<file path="config.mk">
export PLATFORM = sky130hd
export DESIGN_NAME = usbfs_packet_tx_gen
export DESIGN_NICKNAME = d
export VERILOG_FILES = /design/src/rtl/usbfs_pkg.sv /design/src/rtl/usbfs_crc_gen.sv /design/src/rtl/usbfs_packet_tx_gen.sv
export SDC_FILE = /design/constraint.sdc
export NUM_CORES = 1
export LEC_CHECK = 0
export CORE_MARGIN = 1
export CORE_UTILIZATION = 55
export CTS_CLUSTER_DIAMETER = 80
export DETAILED_ROUTE_END_ITERATION = 6
export PLACE_DENSITY = 0.9
export SKIP_CTS_REPAIR_TIMING = 1
export SYNTH_ARGS = -nofsm -noshare
export SYNTH_HDL_FRONTEND = slang
export SYNTH_SLANG_ARGS = --single-unit
</file>
<file path="constraint.sdc">
create_clock -name clk -period 3.3 [get_ports clk]
set_input_delay 0.495 -clock clk [delete_from_list [all_inputs] [get_ports clk]]
set_output_delay 0.495 -clock clk [all_outputs]
set_load 0.005 [all_outputs]
</file>
<file path="src/rtl/usbfs_pkg.sv">
// Shared definitions for the USB full-speed packet path: PID codes, the
// transmit state encoding and the serial CRC step functions (TX and RX).
package usbfs_pkg;

    localparam logic [3:0] PID_OUT   = 4'h1;
    localparam logic [3:0] PID_IN    = 4'h9;
    localparam logic [3:0] PID_SOF   = 4'h5;
    localparam logic [3:0] PID_SETUP = 4'hD;
    localparam logic [3:0] PID_DATA0 = 4'h3;
    localparam logic [3:0] PID_DATA1 = 4'hB;
    localparam logic [3:0] PID_ACK   = 4'h2;
    localparam logic [3:0] PID_NAK   = 4'hA;
    localparam logic [3:0] PID_STALL = 4'hE;

    localparam logic [4:0]  CRC5_INIT  = 5'h1F;
    localparam logic [4:0]  CRC5_POLY  = 5'h05;
    localparam logic [15:0] CRC16_INIT = 16'hFFFF;
    localparam logic [15:0] CRC16_POLY = 16'h8005;

    typedef enum logic [2:0] {
        ST_IDLE    = 3'd0,
        ST_TXPID   = 3'd1,
        ST_TXTOK   = 3'd2,
        ST_TXDATA  = 3'd3,
        ST_TXCRC5  = 3'd4,
        ST_TXCRC16 = 3'd5,
        ST_TXFIN   = 3'd6
    } tx_state_e;

    // Token-class PIDs (OUT/IN/SOF/SETUP) share pid[1:0] = 01.
    function automatic logic pid_is_token(input logic [3:0] pid);
        return pid[1:0] == PID_OUT[1:0];
    endfunction

    // Data-class PIDs (DATA0/DATA1) share pid[1:0] = 11.
    function automatic logic pid_is_data(input logic [3:0] pid);
        return pid[1:0] == PID_DATA0[1:0];
    endfunction

    // One serial CRC5 step; data enters LSB first, register kept MSB-aligned.
    function automatic logic [4:0] CRC5_step(input logic [4:0] crc, input logic din);
        return {crc[3:0], 1'b0} ^ ((crc[4] ^ din) ? CRC5_POLY : 5'h00);
    endfunction

    // One serial CRC16 step; same bit ordering as CRC5_step.
    function automatic logic [15:0] CRC16_step(input logic [15:0] crc, input logic din);
        return {crc[14:0], 1'b0} ^ ((crc[15] ^ din) ? CRC16_POLY : 16'h0000);
    endfunction

endpackage

</file>
<file path="src/rtl/usbfs_crc_gen.sv">
// Bit-serial CRC5/CRC16 generator. init reloads both registers; step folds
// din into the selected CRC; cpl inverts the result (applied after a step
// issued in the same cycle, so the last data bit and the final inversion
// can coincide). The RX checker drives the same controls.
module usbfs_crc_gen
    import usbfs_pkg::*;
(
    input  logic        clk,
    input  logic        rstn,
    input  logic        init,
    input  logic        din,
    input  logic        step5,
    input  logic        cpl5,
    input  logic        step16,
    input  logic        cpl16,
    output logic [4:0]  crc5,
    output logic [15:0] crc16
);

    logic [4:0]  crc5_nxt;
    logic [15:0] crc16_nxt;

    // Next CRC values: optional step, then optional complement.
    always_comb begin
        crc5_nxt  = crc5;
        crc16_nxt = crc16;
        if (step5) begin
            crc5_nxt = CRC5_step(crc5, din);
        end
        if (cpl5) begin
            crc5_nxt = ~crc5_nxt;
        end
        if (step16) begin
            crc16_nxt = CRC16_step(crc16, din);
        end
        if (cpl16) begin
            crc16_nxt = ~crc16_nxt;
        end
    end

    // CRC registers; init has priority over step/complement.
    always_ff @(posedge clk or negedge rstn) begin
        if (!rstn) begin
            crc5  <= CRC5_INIT;
            crc16 <= CRC16_INIT;
        end else if (init) begin
            crc5  <= CRC5_INIT;
            crc16 <= CRC16_INIT;
        end else begin
            crc5  <= crc5_nxt;
            crc16 <= crc16_nxt;
        end
    end

endmodule

</file>
<file path="src/rtl/usbfs_packet_tx_gen.sv">
// USB full-speed packet sender. Serialises PID, token+CRC5, data+CRC16 or a
// bare handshake LSB first onto the bit-level tx_req/tx_bit/tx_fin interface
// toward the bit-stuffing/NRZI driver. Data bytes are pulled one at a time
// from the transaction layer with tp_byte_req.
module usbfs_packet_tx_gen
    import usbfs_pkg::*;
#(
    parameter bit HOST_EN = 1'b1,
    parameter int MAX_LEN = 64,
    parameter int LEN_W   = 10
) (
    input  logic             clk,
    input  logic             rstn,
    input  logic             tp_sta,
    input  logic [3:0]       tp_pid,
    input  logic [10:0]      tp_token,
    output logic             tp_byte_req,
    input  logic [7:0]       tp_byte,
    input  logic             tp_fin_n,
    output logic             tp_busy,
    output logic [LEN_W-1:0] tp_len,
    output logic             tp_err,
    output logic             tx_sta,
    input  logic             tx_req,
    output logic             tx_bit,
    output logic             tx_fin
);

    localparam logic [LEN_W-1:0] LEN_MAX = LEN_W'(MAX_LEN);

    tx_state_e   state;
    logic [3:0]  cnt;
    logic [7:0]  pid8;
    logic [10:0] tok11;
    logic [7:0]  byte_hold;
    logic        have_byte;
    // High on the cycle the transaction layer answers a byte request.
    logic        smp_vld_p1;

    logic        pid_legal;
    logic        len_full;
    logic        crc_din;
    logic        crc_step5;
    logic        crc_cpl5;
    logic        crc_step16;
    logic        crc_cpl16;
    logic [4:0]  crc5;
    logic [15:0] crc16;
    logic [2:0]  c5_idx;
    logic [3:0]  c16_idx;

    assign pid_legal = HOST_EN || !pid_is_token(tp_pid);
    assign tx_sta    = tp_sta && (state == ST_IDLE) && pid_legal;
    assign len_full  = (tp_len == LEN_MAX);

    // CRC fields go out MSB first while cnt counts up.
    assign c5_idx  = 3'(4'd4 - cnt);
    assign c16_idx = 4'd15 - cnt;

    assign crc_din    = (state == ST_TXTOK) ? tok11[cnt] : byte_hold[cnt[2:0]];
    assign crc_step5  = (state == ST_TXTOK) && tx_req;
    assign crc_cpl5   = crc_step5 && (cnt == 4'd10);
    assign crc_step16 = (state == ST_TXDATA) && !smp_vld_p1 && tx_req && have_byte;
    assign crc_cpl16  = (state == ST_TXDATA) && smp_vld_p1 && (!tp_fin_n || len_full);

    usbfs_crc_gen u_crc (
        .clk    (clk),
        .rstn   (rstn),
        .init   (tx_sta),
        .din    (crc_din),
        .step5  (crc_step5),
        .cpl5   (crc_cpl5),
        .step16 (crc_step16),
        .cpl16  (crc_cpl16),
        .crc5   (crc5),
        .crc16  (crc16)
    );

    // Packet payload capture; pure data, reloaded before every use.
    always_ff @(posedge clk) begin
        if (tx_sta) begin
            pid8  <= {~tp_pid, tp_pid};
            tok11 <= tp_token;
        end
        if ((state == ST_TXDATA) && smp_vld_p1) begin
            byte_hold <= tp_byte;
        end
    end

    // Transmit sequencer with registered handshake and line outputs.
    always_ff @(posedge clk or negedge rstn) begin
        if (!rstn) begin
            state       <= ST_IDLE;
            cnt         <= 4'd0;
            have_byte   <= 1'b0;
            smp_vld_p1  <= 1'b0;
            tp_byte_req <= 1'b0;
            tp_busy     <= 1'b0;
            tp_len      <= '0;
            tp_err      <= 1'b0;
            tx_bit      <= 1'b0;
            tx_fin      <= 1'b0;
        end else begin
            tp_byte_req <= 1'b0;
            tp_err      <= 1'b0;
            tx_bit      <= 1'b0;
            tx_fin      <= 1'b0;
            smp_vld_p1  <= tp_byte_req;
            case (state)
                ST_IDLE: begin
                    if (tx_fin) begin
                        tp_busy <= 1'b0;
                    end
                    if (tp_sta) begin
                        if (pid_legal) begin
                            state   <= ST_TXPID;
                            cnt     <= 4'd0;
                            tp_len  <= '0;
                            tp_busy <= 1'b1;
                        end else begin
                            tp_err <= 1'b1;
                        end
                    end
                end
                ST_TXPID: begin
                    if (tx_req) begin
                        tx_bit <= pid8[cnt[2:0]];
                        if (cnt == 4'd7) begin
                            cnt <= 4'd0;
                            if (pid_is_token(pid8[3:0])) begin
                                state <= ST_TXTOK;
                            end else if (pid_is_data(pid8[3:0])) begin
                                state       <= ST_TXDATA;
                                have_byte   <= 1'b0;
                                tp_byte_req <= 1'b1;
                            end else begin
                                state <= ST_TXFIN;
                            end
                        end else begin
                            cnt <= cnt + 4'd1;
                        end
                    end
                end
                ST_TXTOK: begin
                    if (tx_req) begin
                        tx_bit <= tok11[cnt];
                        if (cnt == 4'd10) begin
                            cnt   <= 4'd0;
                            state <= ST_TXCRC5;
                        end else begin
                            cnt <= cnt + 4'd1;
                        end
                    end
                end
                ST_TXCRC5: begin
                    if (tx_req) begin
                        tx_bit <= crc5[c5_idx];
                        if (cnt == 4'd4) begin
                            cnt   <= 4'd0;
                            state <= ST_TXFIN;
                        end else begin
                            cnt <= cnt + 4'd1;
                        end
                    end
                end
                ST_TXDATA: begin
                    // The answer cycle owns the state; a tx_req here is dropped.
                    if (smp_vld_p1) begin
                        cnt <= 4'd0;
                        if (!tp_fin_n) begin
                            state <= ST_TXCRC16;
                        end else if (len_full) begin
                            state  <= ST_TXCRC16;
                            tp_err <= 1'b1;
                        end else begin
                            have_byte <= 1'b1;
                        end
                    end else if (tx_req && have_byte) begin
                        tx_bit <= byte_hold[cnt[2:0]];
                        if (cnt == 4'd7) begin
                            cnt         <= 4'd0;
                            have_byte   <= 1'b0;
                            tp_len      <= tp_len + LEN_W'(1);
                            tp_byte_req <= 1'b1;
                        end else begin
                            cnt <= cnt + 4'd1;
                        end
                    end
                end
                ST_TXCRC16: begin
                    if (tx_req) begin
                        tx_bit <= crc16[c16_idx];
                        if (cnt == 4'd15) begin
                            cnt   <= 4'd0;
                            state <= ST_TXFIN;
                        end else begin
                            cnt <= cnt + 4'd1;
                        end
                    end
                end
                ST_TXFIN: begin
                    if (tx_req) begin
                        tx_fin <= 1'b1;
                        state  <= ST_IDLE;
                    end
                end
                default: begin
                    state <= ST_IDLE;
                end
            endcase
        end
    end

endmodule

</file>
# Yosys cells after proc, flatten, opt, wreduce, memory -nomap -nowiden
# Cells that the tools add are included.
# word_totals
register_bits	72
inputBits	28
word_cells	171
out_inout_bits	16
# op_classes
add_sub_neg	4
magnitude_cmp	4
n_reduce_logical	22
muxes	85
bitwise	7
eq_ne	34
# op_table
operator	n
$mux W16	4
$mux W3	16
$mux W4	11
$mux W10	4
$mux W1	36
$ne A2 B2 Y1 const B	13
$pmux W4 S6	1
$pmux W3 S7	1
$pmux W10 S2	1
$not A16 Y16	1
$xor A16 B16 Y16	1
$mux W5	3
$reduce_and A12 Y1	1
$add A10 B1 Y10 const B	1
$eq A10 B7 Y1 const B	1
$lt A4 B5 Y1 const B	2
$bmux W1 S3	3
$eq A3 B3 Y1 const B	3
$logic_and A1 B1 Y1	9
$ne A3 B3 Y1 const B	3
$reduce_and A9 Y1	1
$bmux W1 S4	2
$eq A4 B3 Y1 const B	2
$eq A4 B4 Y1 const B	2
24 further kinds	34

# Longest topological paths before layout
# depth
ltp_word	10
depth_mapped	11
depth_no_buf	9

# By module
# A second synthesis with hierarchy kept.
# hier_totals
hier_cells	358
area_unflattened_um2	4103.9
# by_module_without_submodules
mod	n_inst	seq_area_each_um2	area_each_um2	cells_per_inst
usbfs_packet_tx_gen	1	1411.4	2889.0	243
usbfs_crc_gen	1	551.8	1214.9	115

# Worst setup path after synthesis
# OpenSTA, ideal clock, no wires.
# synth_timing
kind	reg-to-reg
from	register state[2]
to	register u_crc.crc16[10]
n_path_buf	3
setup_ps	90
t_required_ps	3210
arrival_ps	2300
slack_ps	910
stages_incl_launch_ff	10
period_less_slack_ps	2390
path_cell_list	dfrtp_1 -> buf_2 -> inv_2 -> nand2_1 -> nor3_1 -> a21boi_1 -> buf_2 -> buf_4 -> xor2_1 -> nand2_1
# synth_via
elab_chain_cells	8
word_cells_on_any_way	12
cone_classes	1 x eq/ne; 3 x mux; 1 x bitwise; 7 x reduce/logical
# synth_rtl
element	line_no	rtl
from (decl)	usbfs_packet_tx_gen.sv:31	tx_state_e state;
from (signal assigned)	usbfs_packet_tx_gen.sv:93	state <= ST_IDLE;
from (signal assigned)	usbfs_packet_tx_gen.sv:116	state <= ST_TXPID;
from (signal assigned)	usbfs_packet_tx_gen.sv:131	state <= ST_TXTOK;
$eq A3 B2 Y1	usbfs_packet_tx_gen.sv:63, usbfs_packet_tx_gen.sv:64	
$logic_and A1 B1 Y1 (3 in a row)	usbfs_packet_tx_gen.sv:63	assign crc_step16 = (state == ST_TXDATA) && !smp_vld_p1 && tx_req && have_byte;
$mux W16	usbfs_crc_gen.sv:33	if (step16) begin
$not A16 Y16	usbfs_crc_gen.sv:37	crc16_nxt = ~crc16_nxt;
$mux W16	usbfs_crc_gen.sv:36	if (cpl16) begin
$mux W16 *	usbfs_crc_gen.sv:46	end else if (init) begin
to (signal assigned)	usbfs_crc_gen.sv:51	crc16 <= crc16_nxt;
to (decl)	usbfs_crc_gen.sv:17	output logic [15:0] crc16
# Every way passes the cells marked *; elsewhere a longest branch is shown, timed or not.
# A chain may end at the register's enable or synchronous reset.

# Worst setup path after layout
# layout_timing
from	register state[1]
to	output port tx_sta
# layout_via
elab_chain_cells	2
# layout_rtl
element	line_no	rtl
$logic_not A3 Y1	usbfs_packet_tx_gen.sv:53	assign tx_sta = tp_sta && (state == ST_IDLE) && pid_legal;
$logic_and A1 B1 Y1	usbfs_packet_tx_gen.sv:53	
to (decl)	usbfs_packet_tx_gen.sv:23	output logic tx_sta,
# Every way passes these cells.

==> out/results.txt <==
Status -> complete, no violations
Placed wire-length estimate after detailed placement -> 5850 µm
Iter 0 DRT Violations -> 304
Number of max-cap violations -> 0
Post-synth EDFFs -> 27
Initial antenna violation count -> 0
CTS HTree Levels -> 3
Total design power -> 3.13 mW
Post-synth ARST share -> 62.5%
Area of all placed cells without fillers -> 0.00465 mm²
Io pins -> 44
FF-to-FF End -> tp_len[9]
Final wirelength -> 8410 µm
Sinks on Clock Net -> 72
Cell family contributing the most delay on the critical path -> buffers and inverters
Setup slack, reg-to-reg -> 830 ps
Global-route wire length before repair -> 13700 µm
Maximum fanout count along the critical path -> 18
Area enclosed by the die boundary -> 0.00741 mm²
Buffers and inverters on the worst path -> 2
Clock period minus worst slack -> 2730 ps
Avg Synthesized Cell Area -> 11.4 µm²
Final-layout setup total negative slack -> 0 ps
Via count of the first global-routing pass -> 2866
Length of routed met2 wiring -> 4210 µm
Routed length on met3 -> 539 µm
Number of fillers in the final layout -> 476
Placeable core region -> 0.00679 mm²
Remaining max-slew budget at the tightest pin -> 34.0%
Placed Instance Area -> 0.00440 mm²
Proportion of synthesized chip area in sequential cells -> 50.5%
Cell with the biggest individual delay on the critical path -> dfrtp_1
Global-route congestion overflow total -> 0
Routed via count -> 2888
Setup Skew -> 5.76 ps
Via density per instance -> 5.93
Clock Latency Late Sink -> 350 ps
DRC violation count after routing -> 0
Place WS -> 726 ps
DR top layer -> met4
Actual slew at the worst max-slew pin -> 990 ps
Wirelength per Cell -> 17.3 µm
RSZ-0062 raised after global routing -> false
Timing-limited maximum frequency -> 367 MHz
Fraction of layout cells with a size suffix above 1 -> 16.9%
Critical Path Max Stage Delay -> 580 ps
Number of nets produced by synthesis -> 378
Tcrit/Tclk final -> 82.7%
Gpl congestion -> 0.895
Total clock buffers created by CTS -> 9
Number of placement rows -> 30
Clock tree from TritonCTS -> done
Static leakage power -> 1.83 nW
Quantity of I/O buffers inserted on ports -> 43
Tot GR Track Use -> 24.4%
CTS Root Cell -> clkbuf_8
Clk slew on worst S/H paths -> 80 ps
Pwr per Cell Area -> 673 mW/mm²
Flip-flop cell with the highest count after synthesis -> edfxtp_1
CTS max path bufs -> 2
Remaining antenna violation count after routing -> 0
Netlist Area Pre-Place -> 0.00389 mm²
Cells after synthesis -> 342
Die span in x -> 86.1 µm
Die span in y -> 86.1 µm
Total count of hold-check failures in the final report -> 0
Final setup fails -> 0
Number of pins exceeding their max-slew limit in the final report -> 0
Utilization after layout -> 68.4%
Peak supply drop -> 0.393 mV
Number of distinct library cell variants in the gate-level netlist after synthesis -> 57
PnR worst setup slack -> 572 ps
Data required time at the worst endpoint -> 2800 ps
Ordered cell list for the critical path -> nor3_2, nand2_1, inv_2, clkdlybuf4s50_1
Startpoint of the lowest-slack register-to-register path -> state[1]
Count of nets after finishing -> 422
Start-to-end type of the worst setup path -> flip-flop to output pin
Area overhead of the layout relative to synthesis -> 19.5%
1st-pass router iterations -> 5
Ys Warns -> 0
Min-Delay Path Class -> primary input to async pin
Logic depth of the worst register-to-register path -> 8
Length of routed wiring on met1 -> 3480 µm
Startpoint Class -> flip-flop
Arrival time of the worst setup path -> 2230 ps
Capturing element type of the critical path -> output pin
Largest net degree at the start of global routing -> 46
Antenna Diode Count -> 0
Effective utilization at floorplan -> 57.2%
Number of register bits inferred by synthesis -> 72
[power breakdown]
part | switching, mW | internal, mW | total (mW)
combinational | 0.603 | 0.465 | 1.07
clock | 0.335 | 0.523 | 0.859
sequential | 0.129 | 1.07 | 1.20
total | 1.07 | 2.06 | 3.13
[sequential cells by signal, summed over array words and instances, names as in the netlist]
register	flops
cnt	4
tp_err	1
tp_busy	1
tx_fin	1
byte_hold	8
tx_bit	1
state	3
pid8	8
u_crc.crc16	16
have_byte	1
tok11	11
u_crc.crc5	5
smp_vld_p1	1
tp_len	10
tp_byte_req	1
[synthesized netlist by cell type, types with 2 or more instances]
| library cell | instances | area [µm²] |
|---|---|---|
| edfxtp_1 | 27 | 811 |
| mux4_2 | 11 | 248 |
| ha_1 | 8 | 100 |
| xnor2_1 | 7 | 61.3 |
| nand2_1 | 38 | 143 |
| o21ai_0 | 18 | 90.1 |
| inv_1 | 13 | 48.8 |
| a21oi_1 | 13 | 65.1 |
| a22o_1 | 2 | 17.5 |
| dfstp_2 | 21 | 552 |
| nor3_1 | 7 | 35.0 |
| and3_1 | 6 | 37.5 |
| nor4b_1 | 2 | 17.5 |
| buf_6 | 2 | 22.5 |
| a21boi_1 | 2 | 15.0 |
| nand3b_1 | 5 | 37.5 |
| nor2b_1 | 2 | 12.5 |
| a31oi_1 | 3 | 18.8 |
| nand3_1 | 9 | 45.0 |
| o211ai_1 | 5 | 37.5 |
| dfrtp_1 | 24 | 601 |
| buf_4 | 2 | 15.0 |
| mux2i_1 | 19 | 190 |
| inv_2 | 2 | 7.51 |
| clkbuf_1 | 7 | 26.3 |
| xor2_1 | 23 | 201 |
| and3b_1 | 2 | 17.5 |
| nand4_1 | 3 | 18.8 |
| a22oi_1 | 2 | 15.0 |
| or3_1 | 2 | 12.5 |
| o32ai_1 | 3 | 26.3 |
| nor2_1 | 20 | 75.1 |
| buf_2 | 8 | 40.0 |
[worst max-delay path by stage]
| stage | to | start | cells after the start |
|---|---|---|---|
| 6_report | tx_sta | state[1] | 4 |
| 5_1_grt | tx_sta | state[1] | 4 |
| 4_1_cts | tx_sta | state[1] | 4 |
| 3_5_place_dp | tp_len[9] | tx_req | 6 |
| 3_3_place_gp | tp_len[9] | tx_req | 6 |
| 2_1_floorplan | u_crc.crc16[10] | state[2] | 9 |
[final cells by class]
cell class / instances / area (µm²) / share of cell area [%]
Inverter: 15 / 56.3 / 1.21
Multi-Input combinational cell: 236 / 1770 / 38.1
Tap cell: 96 / 120 / 2.59
Clock buffer: 11 / 141 / 3.04
Sequential cell: 72 / 1960 / 42.3
Timing Repair Buffer: 52 / 493 / 10.6
Clock inverter: 5 / 103 / 2.21
[cells in the final DEF (no fill, tap or decap), types with 2 or more instances in the layout]
| cell | count |
|---|---|
| a21oi_1 | 13 |
| a31oi_1 | 3 |
| nand3_1 | 9 |
| or3_1 | 2 |
| nand4_1 | 3 |
| nand2_1 | 38 |
| nand3b_1 | 5 |
| o32ai_1 | 3 |
| and3b_1 | 2 |
| a22o_1 | 2 |
| nor4b_1 | 2 |
| xnor2_1 | 7 |
| buf_4 | 9 |
| nor2_1 | 20 |
| edfxtp_1 | 27 |
| mux4_2 | 11 |
| o21ai_0 | 18 |
| inv_2 | 2 |
| bufinv_16 | 3 |
| a22oi_1 | 2 |
| xor2_1 | 23 |
| inv_1 | 13 |
| clkbuf_8 | 10 |
| ha_1 | 8 |
| dfstp_2 | 21 |
| nor3_1 | 7 |
| o211ai_1 | 5 |
| clkdlybuf4s50_1 | 42 |
| and3_1 | 6 |
| dfrtp_1 | 24 |
| mux2i_1 | 19 |
| nor2b_1 | 2 |
[through the flow]
stage	instances	hold slack, ps
2_1_floorplan	342	199
3_3_place_gp	471	393
3_5_place_dp	471	403
4_1_cts	487	338
6_report	487	304
5_1_grt	487	374
[metal layers]
metal / vias up / global-route usage (%)
li1: 1326 / -
met4: 0 / 9.09
met3: 20 / 5.10
met5: - / 0
met2: 115 / 39.2
met1: 1427 / 32.8
[kinds of logic after synthesis]
family          after synthesis  synth area share (%)
compound gates               60                  10.1
xor+xnor                     31                  7.18
fa+ha+maj                     8                  2.57
buf+inv                      34                  4.12
flops                        72                  50.5
mux                          32                  12.1
simple gates                105                  13.4
No activity file was read; power rests on OpenSTA's default activity.
